File: config.mk
export PLATFORM = sky130hd
export DESIGN_NAME = tree_path_decoder
export DESIGN_NICKNAME = d
export VERILOG_FILES = /design/src/rtl/tree_path_pkg.sv /design/src/rtl/tree_path_mac.sv /design/src/rtl/tree_path_decoder.sv
export SDC_FILE = /design/constraint.sdc
export NUM_CORES = 1
export LEC_CHECK = 0
export ABC_AREA = 0
export CAP_MARGIN = 25
export CORE_MARGIN = 2
export CORE_UTILIZATION = 43
export DETAILED_ROUTE_END_ITERATION = 16
export GPL_TIMING_DRIVEN = 0
export REMOVE_ABC_BUFFERS = 1
export SYNTH_ARGS = -nofsm -noshare
export SYNTH_HDL_FRONTEND = slang
export SYNTH_HIERARCHICAL = 1
export SYNTH_SLANG_ARGS = --single-unit
File: constraint.sdc
create_clock -name clk -period 5.4 [get_ports clk]
set_input_delay 1.08 -clock clk [delete_from_list [all_inputs] [get_ports clk]]
set_output_delay 1.08 -clock clk [all_outputs]
set_load 0.005 [all_outputs]
File: src/rtl/tree_path_pkg.sv
// tree_path_pkg: shared types and defaults for the tree path decoder.
// Holds the FSM state enum, digit width and default tree geometry.
package tree_path_pkg;

    localparam int DIGIT_W     = 4;
    localparam int TREE_DEPTH  = 10;
    localparam int TREE_FANOUT = 5;

    typedef enum logic [1:0] {
        IDLE  = 2'd0,
        ACCUM = 2'd1,
        DRAIN = 2'd2,
        OUT   = 2'd3
    } tree_path_state_t;

endpackage

File: src/rtl/tree_path_mac.sv
// tree_path_mac: combinational mixed-radix step, acc*FANOUT + digit.
// Ports: acc, digit in; next_acc (ID_W, truncated), digit_ok out.
module tree_path_mac
    import tree_path_pkg::*;
#(
    parameter int FANOUT = TREE_FANOUT,
    parameter int ID_W   = 24
) (
    input  logic [ID_W-1:0]    acc,
    input  logic [DIGIT_W-1:0] digit,
    output logic [ID_W-1:0]    next_acc,
    output logic               digit_ok
);

    localparam logic [ID_W-1:0]  RADIX = ID_W'(FANOUT);
    localparam logic [DIGIT_W:0] LIMIT = (DIGIT_W + 1)'(FANOUT);

    logic [ID_W-1:0] digit_ext;

    assign digit_ext = {{(ID_W - DIGIT_W){1'b0}}, digit};
    assign next_acc  = (acc * RADIX) + digit_ext;
    assign digit_ok  = {1'b0, digit} < LIMIT;

endmodule

File: src/rtl/tree_path_decoder.sv
// tree_path_decoder: streams per-level child digits into a flat leaf ID.
// Ports: clk, rst (sync, active-high); in_valid/in_ready/in_digit/in_last;
// out_valid/out_ready/out_id/out_depth/out_err.
// Optional TREE_PATH_DEC_STATS_EN adds stat_paths/stat_errs counters.
module tree_path_decoder
    import tree_path_pkg::*;
#(
    parameter int DEPTH  = TREE_DEPTH,
    parameter int FANOUT = TREE_FANOUT,
    parameter int ID_W   = 24
) (
    input  logic               clk,
    input  logic               rst,
    input  logic               in_valid,
    output logic               in_ready,
    input  logic [DIGIT_W-1:0] in_digit,
    input  logic               in_last,
    output logic               out_valid,
    input  logic               out_ready,
    output logic [ID_W-1:0]    out_id,
    output logic [3:0]         out_depth,
    output logic               out_err
`ifdef TREE_PATH_DEC_STATS_EN
    ,
    output logic [15:0]        stat_paths,
    output logic [15:0]        stat_errs
`endif
);

    localparam logic [3:0] DEPTH_C = 4'(DEPTH);

    tree_path_state_t state;

    logic [ID_W-1:0] acc;
    logic [3:0]      cnt;
    logic            err;

    logic [ID_W-1:0] mac_acc;
    logic            digit_ok;

    logic [ID_W-1:0] nxt_acc;
    logic [3:0]      nxt_cnt;
    logic            nxt_err;
    logic            accept;
    logic            done;

    tree_path_mac #(
        .FANOUT (FANOUT),
        .ID_W   (ID_W)
    ) u_mac (
        .acc      (acc),
        .digit    (in_digit),
        .next_acc (mac_acc),
        .digit_ok (digit_ok)
    );

    assign in_ready = ~rst & (state != OUT);
    assign accept   = in_valid & in_ready;
    assign done     = out_valid & out_ready;

    // acc/cnt are zero in IDLE, so the first digit uses the same
    // datapath as later ones: 0*FANOUT + digit, cnt 0 -> 1.
    always_comb begin
        nxt_acc = acc;
        nxt_cnt = cnt;
        nxt_err = err;
        unique case (state)
            IDLE, ACCUM: begin
                if (cnt == DEPTH_C) begin
                    nxt_err = 1'b1;
                end else if (!digit_ok) begin
                    nxt_err = 1'b1;
                    nxt_cnt = cnt + 4'd1;
                end else begin
                    nxt_acc = mac_acc;
                    nxt_cnt = cnt + 4'd1;
                end
            end
            DRAIN: begin
                if (cnt != DEPTH_C) begin
                    nxt_cnt = cnt + 4'd1;
                end
            end
            default: begin
                nxt_acc = acc;
            end
        endcase
    end

    always_ff @(posedge clk) begin
        if (rst) begin
            state     <= IDLE;
            acc       <= '0;
            cnt       <= '0;
            err       <= 1'b0;
            out_valid <= 1'b0;
            out_id    <= '0;
            out_depth <= '0;
            out_err   <= 1'b0;
        end else begin
            unique case (state)
                IDLE, ACCUM, DRAIN: begin
                    if (accept) begin
                        acc <= nxt_acc;
                        cnt <= nxt_cnt;
                        err <= nxt_err;
                        if (in_last) begin
                            state     <= OUT;
                            out_valid <= 1'b1;
                            out_id    <= nxt_err ? '0 : nxt_acc;
                            out_depth <= nxt_cnt;
                            out_err   <= nxt_err;
                        end else if (nxt_err) begin
                            state <= DRAIN;
                        end else begin
                            state <= ACCUM;
                        end
                    end
                end
                OUT: begin
                    if (done) begin
                        state     <= IDLE;
                        acc       <= '0;
                        cnt       <= '0;
                        err       <= 1'b0;
                        out_valid <= 1'b0;
                        out_id    <= '0;
                        out_depth <= '0;
                        out_err   <= 1'b0;
                    end
                end
                default: begin
                    state <= IDLE;
                end
            endcase
        end
    end

`ifdef TREE_PATH_DEC_STATS_EN
    always_ff @(posedge clk) begin
        if (rst) begin
            stat_paths <= '0;
            stat_errs  <= '0;
        end else if (done) begin
            stat_paths <= stat_paths + 16'd1;
            if (out_err) begin
                stat_errs <= stat_errs + 16'd1;
            end
        end
    end
`endif

endmodule

After elaboration in Yosys (flattened, before gate mapping)

Cells that the tools add are included.
Widths: inputs -> output; s select.

Register bits after elaboration: 61

$add $sub $neg: 2
Multiply operators: 1
Magnitude comparators: 1
Equality and inequality tests: 9
Multiplexer cells: 36
Bitwise logic cells: 4
Reduce and logical (&&, ||, !) cells: 5

Operators by type and width:

| operator              | count |
|---|---|
| $mux 24               | 8 |
| $pmux 24 s2           | 2 |
| $add 24x4->24         | 1 |
| $mul 24x3->24 const B | 1 |
| $mux 4                | 6 |
| $pmux 4 s2            | 3 |
| $mux 1                | 9 |
| $mux 2                | 4 |
| $ne 2x2->1 const B    | 4 |
| $pmux 1 s2            | 3 |
| $add 4x1->4 const B   | 1 |
| $eq 2x2->1 const B    | 2 |
| $eq 4x4->1 const B    | 1 |
| $lt 4x3->1 const B    | 1 |
| $ne 4x4->1 const B    | 1 |
| $pmux 2 s2            | 1 |
| $and 1x1->1           | 3 |
| $reduce_and 3->1      | 1 |
| $reduce_or 3->1       | 1 |
| $eq 2x1->1 const B    | 1 |
| $logic_not 2->1       | 1 |
| $reduce_and 2->1      | 1 |
| $reduce_or 2->1       | 1 |
| $not 1->1             | 1 |

Logic depth before layout (Yosys ltp)

Depth after elaboration: 9
Depth in mapped cells: 13
Mapped depth without buffers: 12

Cells and area by module

Netlist, hierarchy kept.

Modules (own cells, without submodules):

| module            | times used | cells each | area an instance (um^2) | sequential area each (um^2) |
|---|---|---|---|---|
| tree_path_decoder | 1          | 347        | 2870.3                  | 1221.2 |
| tree_path_mac     | 1          | 209        | 1754.2                  | 0.0 |

Least setup slack after synthesis

Ideal clock, no wire load.

Path type: input -> register
Start point: input port in_digit[1]
End point: register out_id[23]
Arrival: 3.392 ns
Data required time: 5.268 ns
Slack: 1.875 ns
Stages on the path: 12
Path through: ha_1 ha_1 fa_1 a211oi_1 o211ai_1 a21oi_2 o21ai_2 a221oi_2 xnor2_1 and3_1 o211ai_1 a21oi_1

Word-level cells in the longest chain between the ends: 8
Elaborated cells between the ends (all ways): 12
Those cells by class: add/sub (1); order compare (1); mux (10)

RTL lines:

| what                   | line                     | RTL |
|---|---|---|
| start: declaration     | tree_path_decoder.sv:16  | `input logic [DIGIT_W-1:0] in_digit,` |
| $add 24x4->24          | tree_path_mac.sv:21      | `assign next_acc = (acc * RADIX) + digit_ext;` |
| net mac_acc[23]        | tree_path_decoder.sv:38  | `logic [ID_W-1:0] mac_acc;` |
| $mux 24                | tree_path_decoder.sv:71  | `end else if (!digit_ok) begin` |
| $mux 24                | tree_path_decoder.sv:69  | `if (cnt == DEPTH_C) begin` |
| $mux 24                | tree_path_decoder.sv:67  | `unique case (state)` |
| $mux 24                | tree_path_decoder.sv:110 | `out_id <= nxt_err ? '0 : nxt_acc;` |
| $mux 24                | tree_path_decoder.sv:107 | `if (in_last) begin` |
| $mux 24                | tree_path_decoder.sv:103 | `if (accept) begin` |
| $pmux 24 s2            | tree_path_decoder.sv:101 | `unique case (state)` |
| end signal: assignment | tree_path_decoder.sv:110 |  |
| end: declaration       | tree_path_decoder.sv:20  | `output logic [ID_W-1:0] out_id,` |

The timed path passes the listed nets, and every way through them passes these cells. The select of a mux whose other input is x is not followed.
A chain may end at the register's enable or synchronous reset.

Worst setup path after layout

Ends and elaborated chain as after synthesis.

==> summary.md <==
| Metric | Value |
|---|---|
| Worst voltage drop across the vdd grid | `0.130 mV` |
| Startpoint type of the worst setup path | `input pin` |
| Rel. slew slack | `around two fifths` |
| Met1 WL | `approximately 5.3 mm` |
| Dominant register cell in the synthesized netlist | `sky130_fd_sc_hd__dfxtp_1` |
| Portion of the clock cycle consumed by the worst path in the final layout | `between 70% and 80%` |
| TritonCTS clock tree | `yes` |
| Number of clock sinks seen by CTS | `61` |
| Routed length per instance | `~16 microns` |
| DR pass1 iterations | `7` |
| Area occupied by multi-input gates | `3180 sq um` |
| Min Tclk post-route | `4.02 ns` |
| Num CTS Buffers | `9` |
| Register bit total from synthesis | `61` |
| Hold Worst Slack | `between 0.4 and 0.5 ns` |
| Syn Inst Count | `around 560` |
| Max Cap Violations | `0` |
| Leading cell types by total area after synthesis | `sky130_fd_sc_hd__dfxtp_1 26%, sky130_fd_sc_hd__ha_1 18%, sky130_fd_sc_hd__a21oi_1 8.9%` |
| Endpoint class of the critical path | `flop` |
| Transition time at the pin with the least slew margin | `0.918 ns` |
| Worst Hold Class | `flop to flop` |
| Number of hold-slack violations in the final timing report | `0` |
| Sum of net half-perimeters after detailed placement | `between 8 and 9 mm` |
| Core Area | `a little over 10000 sq um` |
| Highest metal layer with signal wires | `met4` |
| Largest net degree at the start of global routing | `roughly 50` |
| Storage element area | `1220 sq um` |
| Highest fanout seen on the critical path | `3` |
| First-pass GRT wire length | `between 15 and 20 mm` |
| Total length of routed met3 wires | `about 400 microns` |
| I/O pin count | `40` |
| Number of global-route vias before repair | `slightly above 4000` |
| Largest area contributor in the synthesized netlist | `sky130_fd_sc_hd__dfxtp_1` |
| Total negative slack for setup checks | `0 ns` |
| Number of buffers inserted by port buffering | `39` |
| Number of nets in the layout | `approximately 650` |
| Static leakage | `around 2.3 nW` |
| Reg-to-reg slack, setup | `1.98 ns` |
| Gates resized, CTS repair | `0` |
| Count of flip-flops with a built-in enable after synthesis | `0` |
| Cts hold-fix bufs | `0` |
| Number of remaining DRC errors | `0` |
| Tot GR Track Use | `a little over a fifth` |
| CP arrival | `about 4.3 ns` |
| Sum of overflow across all layers after global routing | `0` |
| Share of the synthesized area in the top cell type | `26.4%` |
| Clock latency on the worst-skew pair | `0.36 ns` |
| Die area | `roughly 12000 sq um` |
| Classification of the worst setup path | `input pin to flop` |
| Synthesized area per cell | `a little over 8 sq um` |
| Worst reg2reg path endpoint | `out_id[16]` |
| Met2 Wirelength | `roughly 5.7 mm` |
| Std-Cell Rows | `37` |
| Synth cell types | `56` |
| Proportion of layout cells with a drive suffix above 1 | `under 10%` |
| Antenna cells | `0` |
| Final Skew | `roughly 0.0083 ns` |
| Antenna violations before repair | `0` |
| Largest stage delay on the critical path | `0.50 ns` |
| Via-to-Cell Ratio | `about 5.7` |
| Maximum achievable frequency | `approximately 0.25 GHz` |
| Post-route antenna net violation count | `0` |
| Root buffer cell | `sky130_fd_sc_hd__clkbuf_8` |
| Setup repair after global routing missed its margin | `no` |
| Reg2reg path depth | `12` |
| Area added between synthesis and finish | `15.6%` |
| Die outline height | `approximately 110 microns` |
| Crit path capture | `out_id[23]` |
| Placed insts | `699` |
| Cell breakdown of the critical path | `clkdlybuf4s50_1 -> ha_1 -> ha_1 -> fa_1 -> a211oi_1 -> o211ai_1 -> a21oi_2 -> o21ai_2 -> a221oi_2 -> xnor2_1 -> and3_1 -> o211ai_1 -> a21oi_1` |
| Cell Pwr Density | `between 150 and 200 nW/um^2` |
| Sequential-to-total area share from yosys stat | `26.4%` |
| Share of flip-flops with an asynchronous set or reset | `0%` |
| Via total after detailed routing | `4097` |
| Setup fix buffers added after clock tree synthesis | `0` |
| CTS H-tree depth | `3` |
| Non-filler instance count after layout | `714` |
| Maximum clock insertion buffer count | `2` |
| Number of warnings printed during yosys synthesis | `6` |
| Die X-Extent | `108 microns` |
| Data required, critical path | `around 5.7 ns` |
| Filler Cells Inserted | `around 1000` |
| Setup violators final | `0` |
| Pins over their slew limit | `0` |
| Effective utilization at floorplan | `roughly 45%` |
| CP startpoint | `in_digit[1]` |
| Routed wire length | `11.6 mm` |
| GPL Wtd Cong | `0.856` |
| Status | `finished clean` |
| Slowest stage cell on the critical path | `sky130_fd_sc_hd__clkdlybuf4s50_1` |
| Number of DRC markers in iteration 0 | `185` |
| Clock input transition at the sequential cells of the worst setup and hold paths | `about 0.070 ns` |
| Crit Reg-Reg Startpoint | `acc[3]` |
| Synthesized area | `between 4000 and 5000 sq um` |
through the flow:
step	utilization (%)	cell area [sq um]	total power [mW]	setup slack [ns]
finish	51.6	5350	0.988	1.38
global route	51.6	5350	1.03	1.24
CTS	51.6	5350	1.00	1.38
detailed placement	49.7	5150	0.573	1.03
global placement	48.0	4980	0.557	0.106
floorplan	-	4420	0.516	1.85
cell families (layout without fill, tap and decap cells):
| logic type | count (synthesis) | count (layout) | synth area share [%] |
|---|---|---|---|
| compound gates | 235 | 235 | 31.9 |
| xor+xnor | 25 | 25 | 4.73 |
| fa+ha+maj | 69 | 69 | 19.0 |
| buf+inv | 47 | 69 | 4.90 |
| flops | 61 | 61 | 26.4 |
| simple gates | 119 | 119 | 13.1 |
layer usage:
layer	up-vias	global-route usage (%)
met5	-	0
met4	0	6.87
met3	12	5.75
met2	67	35.9
met1	1905	26.0
li1	2113	-
cells in the mapped netlist, drive strengths merged, types with 5 or more instances:
library cell,number
a21oi,85
ha,67
o21ai,62
dfxtp,61
nand2,48
and3,28
o211ai,27
clkbuf,26
a21boi,25
xnor2,16
buf,15
nor2,13
a21o,11
nand3,10
xor2,9
inv,6
a211oi,5
nor3,5
worst min-delay path by stage:
stage                          start  slack, ns          to  cells past startpoint
after floorplan              acc[22]       0.44     acc[22]                      2
after detailed placement  out_id[14]       0.47  out_id[14]                      2
final                     out_id[18]       0.48  out_id[18]                      2
after CTS                 out_id[14]       0.48  out_id[14]                      2
after global routing      out_id[23]       0.49  out_id[23]                      2
after global placement    out_id[19]       0.46  out_id[19]                      2
power by group:
group / internal (mW) / leakage (nW) / switching (mW)
combinational: 0.0381 / 1.74 / 0.0641
sequential: 0.455 / 0.492 / 0.00625
clock: 0.234 / 0.101 / 0.191
total: 0.727 / 2.34 / 0.261
sequential cells by signal (all words and copies together), names as in the netlist:
name       flops
acc           24
cnt            4
err            1
out_depth      4
out_err        1
out_id        24
out_valid      1
state          2
critical path, delay by kind of cell:
family	cells	cell delay (ns)
AO/OA/AOI/OAI	7	1.45
XOR/XNOR	1	0.15
adder cells (fa/ha/maj)	3	0.92
buffers and inverters	1	0.50
AND/OR/NAND/NOR	1	0.18
cell type report:
cell class	count	area share, %
inverters	6	0.421
well taps	136	3.18
clock buffers	11	2.83
multi-input cells	448	59.5
flip-flops and latches	61	22.8
clock inverters	4	0.889
repair buffers	48	10.3
placed cells by master, fill, tap and decap left out, drive strengths merged, types with 10 or more instances in the layout:
cell type,Yosys,final
ha,67,67
o21ai,62,62
xnor2,16,16
o211ai,27,27
a21boi,25,25
and3,28,28
clkdlybuf4s50,0,38
a21oi,85,85
nand3,10,10
a21o,11,11
dfxtp,61,61
clkbuf,26,11
nand2,48,48
nor2,13,13
buf,15,10
Power figures use the tool's default switching activity.
==> RTL edit 1: new RTL, config.mk and constraints unchanged <==
Encoding of `tree_path_state_t`: now one-hot (4 bits for 4 states).
--- a/src/rtl/tree_path_pkg.sv
+++ b/src/rtl/tree_path_pkg.sv
@@ -8,7 +8,7 @@
 
-    typedef enum logic [1:0] {
-        IDLE  = 2'd0,
-        ACCUM = 2'd1,
-        DRAIN = 2'd2,
-        OUT   = 2'd3
+    typedef enum logic [3:0] {
+        IDLE  = 4'b0001,
+        ACCUM = 4'b0010,
+        DRAIN = 4'b0100,
+        OUT   = 4'b1000
     } tree_path_state_t;
Function: no difference found for any inputs over 4 cycles, from zero or initial values and one cycle with rst high; so few cycles prove little.
==> RTL edit 1 against the original RTL <==
- critical path type unchanged
- power up 6.3%
- largest power group unchanged
- final area down 5.9%
- critical path depth down 1
- synthesized area down 7.0%
- core utilization up 0.14 points
- setup slack better by 0.16 ns
- largest cell class unchanged
- wire length down 13%
- sequential cell count up 2
==> RTL edit 1: results (changes against the original RTL) <==
metric;value;unit;change
status;finished, final reports clean;;
pre-CTS WS;1.210;ns;+0.1802 ns
Worst VDD drop;0.0001332;V;+2.4%
hold path startpoint;out_depth[3];;
Seq/Total Area, Yosys;29.34;%;+2.9 points
largest net degree at the start of global routing;25;;-49%
Reg2Reg Setup Slack;2.13;ns;+0.15 ns
sink of the worst hold path;out_depth[3];;
Primary FF master, synth;dfxtp_1;;
r2r startpoint;acc[3];;
Placed Instance Area;0.004833;mm²;-6.1%
net switching power;299.7;µW;+15%
Int Power;750.7;µW;+3.3%
XOR/XNOR Fraction of Synth Area;4.889;%;+0.15 points
dpl hpwl;7282;µm;-14%
r2r worst-path depth;11;;-1
vias in the first global route;3459;;-14%
top cells by area, synth;dfxtp_1 (29%), ha_1 (19%), mux2i_1 (6.3%);;
skew final;0.007605;ns;-0.0007202 ns
Post-CTS Setup Bufs;0;;unchanged
Worst Path Arrival;4.12;ns;-0.18 ns
share of cells above drive strength 1;6.540;%;-0.38 points
Yosys warning count;6;;unchanged
leakage power;0.002361;µW;+1.0%
mux share of post-synthesis cell area;6.548;%;+6.5 points
Synth Area in Adders;20.43;%;+1.4 points
final std cells w/o fill;607;;-15%
clk_lat worst skew;0.34;ns;-0.02 ns
critical path's top delay family;compound AO/OA/AOI/OAI gates;;
Commonest cells post-synth;ha_1 (67), dfxtp_1 (63), a21oi_1 (29);;
Synth cell types;58;;+3.6%
Final GP Congestion;0.8372;;-2.2%
DRT iter0 DRCs;108;;-42%
Seq pwr share;46.9;%;+0.2 points
total track usage;18.94;%;-2.3 points
hold slack;0.4626;ns;-0.01253 ns
first-pass GRT wire length;16750;µm;-14%
Avg WL per Cell;16.68;µm;+2.8%
complex-gate fraction of the synthesized area;26.51;%;-5.4 points
DRT Pass-1 Iters;4;;-3
Layout Nets;550;;-16%
Clk power;381;µW;-10%
Placed Instances;593;;-15%
Slew headroom;35.44;%;-3.2 points
-- RTL edit 1: layout make-up --
type	count	area [µm²]
multi-input cells	345	2897
well taps	133	166.4
inverters	9	33.78
flip-flops and latches	63	1261
fillers	907	4698
clock buffers	12	165.2
clock inverters	1	5.005
repair buffers	44	503.0
-- RTL edit 1: how the worst max path moves through the flow --
| stage | slack, ns | from | cells after the start | to |
|---|---|---|---|---|
| 2_1_floorplan | 1.40 | in_digit[1] | 5 | acc[10] |
| 3_3_place_gp | -0.72 | in_digit[1] | 6 | acc[3] |
| 4_1_cts | 1.52 | in_digit[1] | 12 | out_id[21] |
| 5_1_grt | 1.37 | in_digit[3] | 11 | out_id[16] |
| 3_5_place_dp | 1.21 | in_digit[1] | 12 | out_id[21] |
| 6_report | 1.54 | in_digit[1] | 12 | out_id[21] |
-- RTL edit 1: metal layers --
layer | global-route usage, % | routed length (µm)
met2 | 31.34 | 4747
met1 | 25.57 | 5032
met5 | 0 | 0
met4 | 6.081 | 140
met3 | 2.506 | 204
==> RTL edit 2: new RTL, config.mk and constraints unchanged <==
Without the edit above. `ID_W` is set to 24 in 2 places; all go to 36.
--- a/src/rtl/tree_path_mac.sv
+++ b/src/rtl/tree_path_mac.sv
@@ -6,3 +6,3 @@
     parameter int FANOUT = TREE_FANOUT,
-    parameter int ID_W   = 24
+    parameter int ID_W   = 36
 ) (
--- a/src/rtl/tree_path_decoder.sv
+++ b/src/rtl/tree_path_decoder.sv
@@ -9,3 +9,3 @@
     parameter int FANOUT = TREE_FANOUT,
-    parameter int ID_W   = 24
+    parameter int ID_W   = 36
 ) (
Ports: changed (resized out_id); port bits go from 40 to 52. The function was not compared with the original's and may differ.
==> RTL edit 2 against the original RTL <==
- register-to-register slack worse by 0.51 ns
- final area is 44% higher
- synthesized area is 46% higher
- setup slack worse by 0.49 ns
- sequential cell count is 24 higher
- clock power is 59% higher
- power is 45% higher
- wire length is 50% higher
- count of clock-buffer cells in the layout is 1 lower
- via count is 50% higher
- non-clock buffer count is 9 higher
- critical endpoint is now out_id[31]
==> RTL edit 2: results (changes against the original RTL) <==
metric;value;unit;change
fraction of area in multi-input gates;61.30;%;+1.8 points
CLK BUF;10;;-1
r2r worst-path depth;13;;+1
dpl hpwl;12340;µm;+46%
Non-CTS buffers;57;;+19%
DRT iter0 DRCs;410;;+120%
top cells by area, synth;dfxtp_1 (25%), ha_1 (19%), a21oi_1 (9.1%);;
Layout Nets;957;;+47%
Regs by FF count;acc (36), out_id (36);;
fill count;1486;;+51%
Synth Area in Adders;19.70;%;+0.70 points
combinational share of power;8.2;%;-2.1 points
status;finished, final reports clean;;
I/O Buffers;51;;+31%
FF-to-FF End;out_id[31];;
critical path's slowest cell;a211oi_1;;
fin util;50.62;%;-0.95 points
vias in the first global route;6121;;+51%
max incr delay on CP;0.55;ns;+0.05 ns
XOR/XNOR Fraction of Synth Area;4.803;%;+0.069 points
Int Power;1075;µW;+48%
Avg WL per Cell;16.45;µm;+1.4%
FF+latch area;0.001702;mm²;+39%
total track usage;21.66;%;+0.43 points
Final GP Congestion;0.9015;;+5.3%
share of the synthesized area in the top cell type;25.22;%;-1.2 points
Multi-Input Combinational;675;;+51%
crit-path max FO;6;;+3
Seq/Total Area, Yosys;25.22;%;-1.2 points
sink of the worst hold path;out_err;;
sequential cell power;637;µW;+38%
DRT Pass-1 Iters;4;;-3
complex-gate fraction of the synthesized area;31.40;%;-0.50 points
skew final;0.004793;ns;-0.003532 ns
largest net degree at the start of global routing;85;;+73%
hold path startpoint;out_err;;
RTL edit 2: cell types whose count changed in the layout (fill, tap and decap cells not counted), sizes merged, moves of 9 or more:
| cell | change |
|---|---|
| a21boi | +13 |
| a21oi | +40 |
| and3 | +13 |
| clkdlybuf4s50 | +12 |
| dfxtp | +24 |
| ha | +36 |
| inv | +10 |
| nand2 | +19 |
| nor2 | +15 |
| o211ai | +11 |
| o21ai | +35 |
| xnor2 | +9 |
RTL edit 2: layer usage:
layer	routed length [µm]	GRT usage [%]	part of all wire, %	vias up
li1	-	-	-	3095
met1	8589	28.35	49	2931
met2	8192	37.24	47	89
met3	356	2.477	2.0	20
met4	264	6.969	1.5	0
met5	0	0	0	-
RTL edit 2: through the flow:
stage	setup slack (ns)	std cells	cell area, µm²	hold slack (ns)
global route	0.6975	1058	7724	0.5016
finish	0.8940	1058	7724	0.4731
floorplan	1.550	775	6469	0.4387
detailed placement	0.5967	1043	7410	0.4650
global placement	-1.184	1037	7243	0.4554
CTS	0.9577	1058	7724	0.4744
